===== config.mk =====
export PLATFORM = sky130hd
export DESIGN_NAME = vertex_fetch_flat
export DESIGN_NICKNAME = d
export VERILOG_FILES = /design/src/rtl/vertex_fetch_if.sv /design/src/rtl/vertex_fetch.sv /design/src/flat_wrapper.sv
export SDC_FILE = /design/constraint.sdc
export NUM_CORES = 1
export LEC_CHECK = 0
export CAP_MARGIN = 20
export CELL_PAD_IN_SITES_DETAIL_PLACEMENT = 1
export CELL_PAD_IN_SITES_GLOBAL_PLACEMENT = 2
export CORE_MARGIN = 2
export CORE_UTILIZATION = 41
export DETAILED_ROUTE_END_ITERATION = 6
export GPL_ROUTABILITY_DRIVEN = 0
export PLACE_DENSITY = 0.79
export RECOVER_POWER = 50
export SLEW_MARGIN = 20
export SYNTH_ARGS = -nofsm -noshare
export SYNTH_HDL_FRONTEND = slang
export SYNTH_SLANG_ARGS = --single-unit

===== constraint.sdc =====
create_clock -name clk_in -period 11.89 [get_ports clk_in]
set_clock_uncertainty 0.15 [all_clocks]
set_input_delay 1.7835 -clock clk_in [delete_from_list [all_inputs] [get_ports clk_in]]
set_output_delay 1.7835 -clock clk_in [all_outputs]
set_load 0.05 [all_outputs]

===== src/rtl/vertex_fetch_if.sv =====
// Vertex output stream: homogeneous position, source index and last flag with a valid/ready handshake.
interface vertex_fetch_if #(
  parameter int ADDR_W = 8
);
  logic [3:0][31:0]   pos_out;
  logic [ADDR_W-1:0]  idx_out;
  logic               last_out;
  logic               valid_out;
  logic               ready_in;

  modport master (
    output pos_out, idx_out, last_out, valid_out,
    input  ready_in
  );

  modport slave (
    input  pos_out, idx_out, last_out, valid_out,
    output ready_in
  );
endinterface


===== src/rtl/vertex_fetch.sv =====
// Walks a vertex list in block RAM and emits each (x, y, z) as [x, y, z, 1.0]
// through a 4-entry buffer, issuing reads only while buffer plus in-flight slots remain free.
module vertex_fetch #(
  parameter int ADDR_W = 8,
  parameter int RD_LAT = 2
) (
  input  logic              clk_in,
  input  logic              rst_in,
  input  logic              start_in,
  input  logic [ADDR_W:0]   vert_count_in,
  output logic              rd_en_out,
  output logic [ADDR_W-1:0] addr_out,
  input  logic [95:0]       rd_data_in,
  output logic              busy_out,
  output logic              done_out,
  vertex_fetch_if.master    vout
);

  localparam logic [31:0] ONE_F = 32'h3f800000;

  typedef enum logic [1:0] {IDLE, FETCH, DRAIN, DONE} state_t;

  typedef struct packed {
    logic              valid;
    logic [ADDR_W-1:0] idx;
    logic              last;
  } tag_t;

  typedef struct packed {
    logic [31:0]       x;
    logic [31:0]       y;
    logic [31:0]       z;
    logic [ADDR_W-1:0] idx;
    logic              last;
  } entry_t;

  state_t            state_q, state_d;
  logic [ADDR_W:0]   n_q, n_d;
  logic [ADDR_W:0]   ptr_q, ptr_d;
  logic [2:0]        count_q, count_d;
  logic [1:0]        wr_ptr_q, wr_ptr_d;
  logic [1:0]        rd_ptr_q, rd_ptr_d;
  tag_t              pipe_q [RD_LAT];
  tag_t              pipe_d [RD_LAT];
  entry_t            fifo_q [4];

  logic [2:0]        inflight;
  logic [3:0]        occupancy;
  logic              issue;
  logic              last_ptr;
  logic              push;
  logic              pop;
  logic              head_valid;
  entry_t            head;
  entry_t            entry_in;

  // A read is only issued when its returning data is guaranteed a buffer slot.
  always_comb begin
    inflight = '0;
    for (int i = 0; i < RD_LAT; i++) begin
      inflight = inflight + 3'(pipe_q[i].valid);
    end
    occupancy  = {1'b0, count_q} + {1'b0, inflight};
    issue      = (state_q == FETCH) && (occupancy < 4'd4);
    last_ptr   = (ptr_q == (n_q - (ADDR_W+1)'(1)));
    push       = pipe_q[RD_LAT-1].valid;
    head_valid = (count_q != 3'd0);
    pop        = head_valid && vout.ready_in;
    head       = fifo_q[rd_ptr_q];

    entry_in.x    = rd_data_in[95:64];
    entry_in.y    = rd_data_in[63:32];
    entry_in.z    = rd_data_in[31:0];
    entry_in.idx  = pipe_q[RD_LAT-1].idx;
    entry_in.last = pipe_q[RD_LAT-1].last;

    state_d = state_q;
    n_d     = n_q;
    ptr_d   = ptr_q;
    case (state_q)
      IDLE: begin
        if (start_in) begin
          n_d     = vert_count_in;
          ptr_d   = '0;
          state_d = (vert_count_in == '0) ? DONE : FETCH;
        end
      end
      FETCH: begin
        if (issue) begin
          ptr_d = ptr_q + (ADDR_W+1)'(1);
          if (last_ptr) state_d = DRAIN;
        end
      end
      DRAIN: begin
        if (pop && head.last) state_d = DONE;
      end
      DONE: state_d = IDLE;
      default: state_d = IDLE;
    endcase

    pipe_d[0].valid = issue;
    pipe_d[0].idx   = ptr_q[ADDR_W-1:0];
    pipe_d[0].last  = last_ptr;
    for (int i = 1; i < RD_LAT; i++) begin
      pipe_d[i] = pipe_q[i-1];
    end

    wr_ptr_d = wr_ptr_q + 2'(push);
    rd_ptr_d = rd_ptr_q + 2'(pop);
    count_d  = count_q + 3'(push) - 3'(pop);
  end

  always_ff @(posedge clk_in or negedge rst_in) begin
    if (!rst_in) begin
      state_q  <= IDLE;
      n_q      <= '0;
      ptr_q    <= '0;
      count_q  <= '0;
      wr_ptr_q <= '0;
      rd_ptr_q <= '0;
      for (int i = 0; i < RD_LAT; i++) begin
        pipe_q[i] <= '0;
      end
    end else begin
      state_q  <= state_d;
      n_q      <= n_d;
      ptr_q    <= ptr_d;
      count_q  <= count_d;
      wr_ptr_q <= wr_ptr_d;
      rd_ptr_q <= rd_ptr_d;
      for (int i = 0; i < RD_LAT; i++) begin
        pipe_q[i] <= pipe_d[i];
      end
    end
  end

  // Storage needs no reset: the occupancy count alone decides what is visible.
  always_ff @(posedge clk_in) begin
    if (push) fifo_q[wr_ptr_q] <= entry_in;
  end

  assign rd_en_out = issue;
  assign addr_out  = issue ? ptr_q[ADDR_W-1:0] : '0;
  assign busy_out  = (state_q == FETCH) || (state_q == DRAIN);
  assign done_out  = (state_q == DONE);

  assign vout.valid_out = head_valid;
  assign vout.pos_out   = {ONE_F,
                           head_valid ? head.z : 32'h0,
                           head_valid ? head.y : 32'h0,
                           head_valid ? head.x : 32'h0};
  assign vout.idx_out   = head_valid ? head.idx : '0;
  assign vout.last_out  = head_valid && head.last;

endmodule


===== src/flat_wrapper.sv =====
// flat-port wrapper written by rule: the top's interface ports become plain ports
module vertex_fetch_flat 
#(
  parameter int ADDR_W = 8,
  parameter int RD_LAT = 2
)
  (clk_in, rst_in, start_in, vert_count_in, rd_en_out, addr_out, rd_data_in, busy_out, done_out, vout_pos_out, vout_idx_out, vout_last_out, vout_valid_out, vout_ready_in);
  vertex_fetch_if #(.ADDR_W(ADDR_W)) vout_i ();
  input  logic clk_in;
  input  logic rst_in;
  input  logic start_in;
  input  logic [ADDR_W:0] vert_count_in;
  output logic rd_en_out;
  output logic [ADDR_W-1:0] addr_out;
  input  logic [95:0] rd_data_in;
  output logic busy_out;
  output logic done_out;
  output wire logic [$bits(vout_i.pos_out)-1:0] vout_pos_out;
  output wire logic [$bits(vout_i.idx_out)-1:0] vout_idx_out;
  output wire logic [$bits(vout_i.last_out)-1:0] vout_last_out;
  output wire logic [$bits(vout_i.valid_out)-1:0] vout_valid_out;
  input wire logic [$bits(vout_i.ready_in)-1:0] vout_ready_in;
  assign vout_pos_out = vout_i.pos_out;
  assign vout_idx_out = vout_i.idx_out;
  assign vout_last_out = vout_i.last_out;
  assign vout_valid_out = vout_i.valid_out;
  assign vout_i.ready_in = vout_ready_in;
  vertex_fetch #(.ADDR_W(ADDR_W), .RD_LAT(RD_LAT)) u_core (.clk_in(clk_in), .rst_in(rst_in), .start_in(start_in), .vert_count_in(vert_count_in), .rd_en_out(rd_en_out), .addr_out(addr_out), .rd_data_in(rd_data_in), .busy_out(busy_out), .done_out(done_out), .vout(vout_i));
endmodule

==> metrics.txt <==
Iter 0 DRT Violations 526; layer with the highest usage after global routing met2; area growth from synthesis to layout 24.2%; final cell count without fillers approximately 1,800; met1 routing resource usage after global routing between 20% and 30%; proportion of netlist area held by the largest area contributor 68.9%; number of clock sinks seen by CTS 467; worst setup slack for register-to-register paths 7.66 ns; end of the worst register-to-register path u_core.fifo_q[0][20]; share of final-layout standard cells stronger than drive strength 1 17.0%; mapped cell area between 15,000 and 20,000 um^2; buffers from clock root to sink, at most 3; top cell type by total area after synthesis edfxtp_1; Final WS setup about 6.2 ns; count of hold buffers inserted by post-cts repair 0; number of CTS-inserted buffers 48; antenna violation net count after detailed routing 0; leftover overflow at the end of global routing 0; buffer count from post-CTS setup fixing 0; switching share of power 38.2%; reported leakage power 7.67 nW; number of enable flip-flop cells after synthesis 420; worst-margin pin slew slightly below 3 ns; Port Buffer Count 225; switching pwr approximately 2.5 mW; crit start category flop; Worst EP required 9.96 ns; average via count per standard cell 5.07; cell types occupying the most area after synthesis edfxtp_1, mux4_2, dfrtp_1; proportion of power drawn by flip-flops and latches between 30% and 40%; placeable core area 44,100 um^2; post-route DRC violation count 0; type of the worst setup path reg2out; die area approximately 46,000 um^2; highest-count cells in the layout ignoring fill and taps edfxtp_1, clkdlybuf4s50_1, and2_1; clock-pin slew on the worst setup and hold paths approximately 0.06 ns; combined area of the multi-input logic cells 4200 um^2; total number of vias 9,009; Clk network pwr share roughly a quarter; total number of nets in the final design 1,268; worst slack, placed 6.75 ns; share of synthesized flip-flops with an asynchronous set or reset 10.1%; VDD IR max 0.166 mV; Tot GR Track Use 17.2%; part of the total power dissipated in combinational logic 42.7%; post-DP HPWL ~24 mm; antenna violations before repair 7; source of the worst hold timing path u_core.pipe_d[2]; Core Util, Final 51.6%; site row count 77; worst slew slack as a fraction of its limit -93.7%; global-route wire length before repair 60.9 mm; setup repair after global routing missed its margin no; violations in the final reports max-capacitance violations, max-slew violations; number of cells on the worst hold path 0; first-pass iteration count of the detailed router 5; Detailed Route WL 39.4 mm; count of final max-slew check failures around 200; Worst Hold End u_core.entry_in[2]; worst min path class reg2reg; maximum level of the CTS H-tree 2; number of top-level design ports 258; Filler Cell Count 4,070; clock tree from TritonCTS built; count of final hold-check violations 0; Data arrival, critical path 3.72 ns; maximum fanout encountered on the critical timing path 60; Diodes inserted 0; count of mapped cells out of synthesis between 800 and 900; met3 GRT Util a little over 3%; post-synthesis register bit count 467; Die Width 215 um; achievable clock frequency 177 MHz; source-to-sink clock delay at the later pin of the worst-skew pair 0.57 ns; vias in the first global route between 9,000 and 10,000; average wire length per cell after detail routing 22.2 um; final setup violating endpoints 0; initial core utilization 41.5%; sum of negative setup slack 0 ns; post-cts resize count 0; critical path endpoint category output pin; most common library cell in the layout ignoring fill and taps edfxtp_1; Yosys warnings 0; sequential fraction of the synthesis area 75.3%; number of placed instances, taps included between 1,500 and 2,000; sequential cell area 13,800 um^2; Pwr per Cell Area ~290 nW/um^2; met2 Resource Use GR between 20% and 30%; Internal Dissipation 4.02 mW; worst r2r path cells 3; Post-synth top flop edfxtp_1; chip height roughly 220 um; fraction of the cycle the final worst path needs between 40 and 50%; status finished with violations; R2R Path Start u_core.push; count of different cell masters after synthesis 47; Period minus WS final 5.65 ns; root buf cell clkbuf_16; Fin Hold WS 0.201 ns; total of max-cap violations 5; maximum number of pins on one net before global-route repair 71; average cell area after synthesis a little over 20 um^2
## metrics by stage
stage | cell area (um^2) | power (mW)
2_1_floorplan | 18400 | 4.15
4_1_cts | 22800 | 6.62
3_3_place_gp | 21100 | 5.01
5_1_grt | 22700 | 6.78
3_5_place_dp | 21100 | 5.04
6_report | 22700 | 6.51
## power by group through the flow
stage	combinational, mW	sequential [mW]	clock (mW)
global route	2.93	2.21	1.65
floorplan	2.00	2.15	0
finish	2.78	2.18	1.55
detailed placement	2.83	2.22	0
global placement	2.81	2.20	0
CTS	2.84	2.18	1.59
## worst max-delay path, stage by stage (launching register included)
cell and delay, ns:
dfrtp_4 0.90, buf_4 0.81, mux4_2 0.37, and2_1 0.16, clkdlybuf4s50_1 0.84
## worst max-delay path by stage
stage,startpoint,slack (ns),endpoint,cells past startpoint
2_1_floorplan,u_core.push,2.94,u_core.fifo_q[0][0],1
3_3_place_gp,u_core.rd_ptr_q[1],6.73,vout_pos_out[88],4
3_5_place_dp,u_core.rd_ptr_q[1],6.75,vout_pos_out[88],4
4_1_cts,u_core.rd_ptr_q[1],6.13,vout_pos_out[88],4
5_1_grt,u_core.count_q[0],6.04,vout_idx_out[1],4
6_report,u_core.rd_ptr_q[1],6.24,vout_pos_out[88],4
## logic make-up after synthesis
| family | Yosys count | share of synthesized area, % |
|---|---|---|
| flip-flops | 467 | 75.3 |
| AND/OR/NAND/NOR | 175 | 5.66 |
| multiplexers | 116 | 13.6 |
| buffers and inverters | 81 | 2.42 |
| XOR/XNOR | 23 | 1.10 |
| AO/OA/AOI/OAI | 20 | 0.936 |
| adder cells (fa/ha/maj) | 14 | 0.997 |
| other | 2 | 0.0410 |
## flip-flops by register name (all words and copies together) (netlist names)
signal           count
u_core.push          1
u_core.ptr_q         9
u_core.entry_in      9
u_core.fifo_q      420
u_core.pipe_d       10
u_core.rd_ptr_q      2
u_core.state_q       2
u_core.wr_ptr_q      2
u_core.n_q           9
u_core.count_q       3
## metal layers
layer | wire (um) | share of wire (%)
met3 | 1610 | 4.1
met5 | 30 | 0.076
met2 | 19900 | 51
met4 | 796 | 2.0
met1 | 17000 | 43
## Yosys cell counts, drive strengths merged (4+ instances only)
cell and count:
edfxtp 420, and2 108, mux4 105, buf 47
dfrtp 47, clkbuf 23, nor2 16, ha 13
xor2 12, inv 11, xnor2 11, and3 10
nand2 10, mux2 9, nor3 6, nand3 4
## final cells by class
| cell class | instances | share of cell area (%) |
|---|---|---|
| multi-input cells | 380 | 18.5 |
| flip-flops and latches | 467 | 60.6 |
| repair buffers | 237 | 10.2 |
| clock inverters | 24 | 1.38 |
| inverters | 11 | 0.182 |
| clock buffers | 65 | 5.84 |
| well taps | 592 | 3.26 |
No activity file was read; power rests on OpenSTA's default activity.
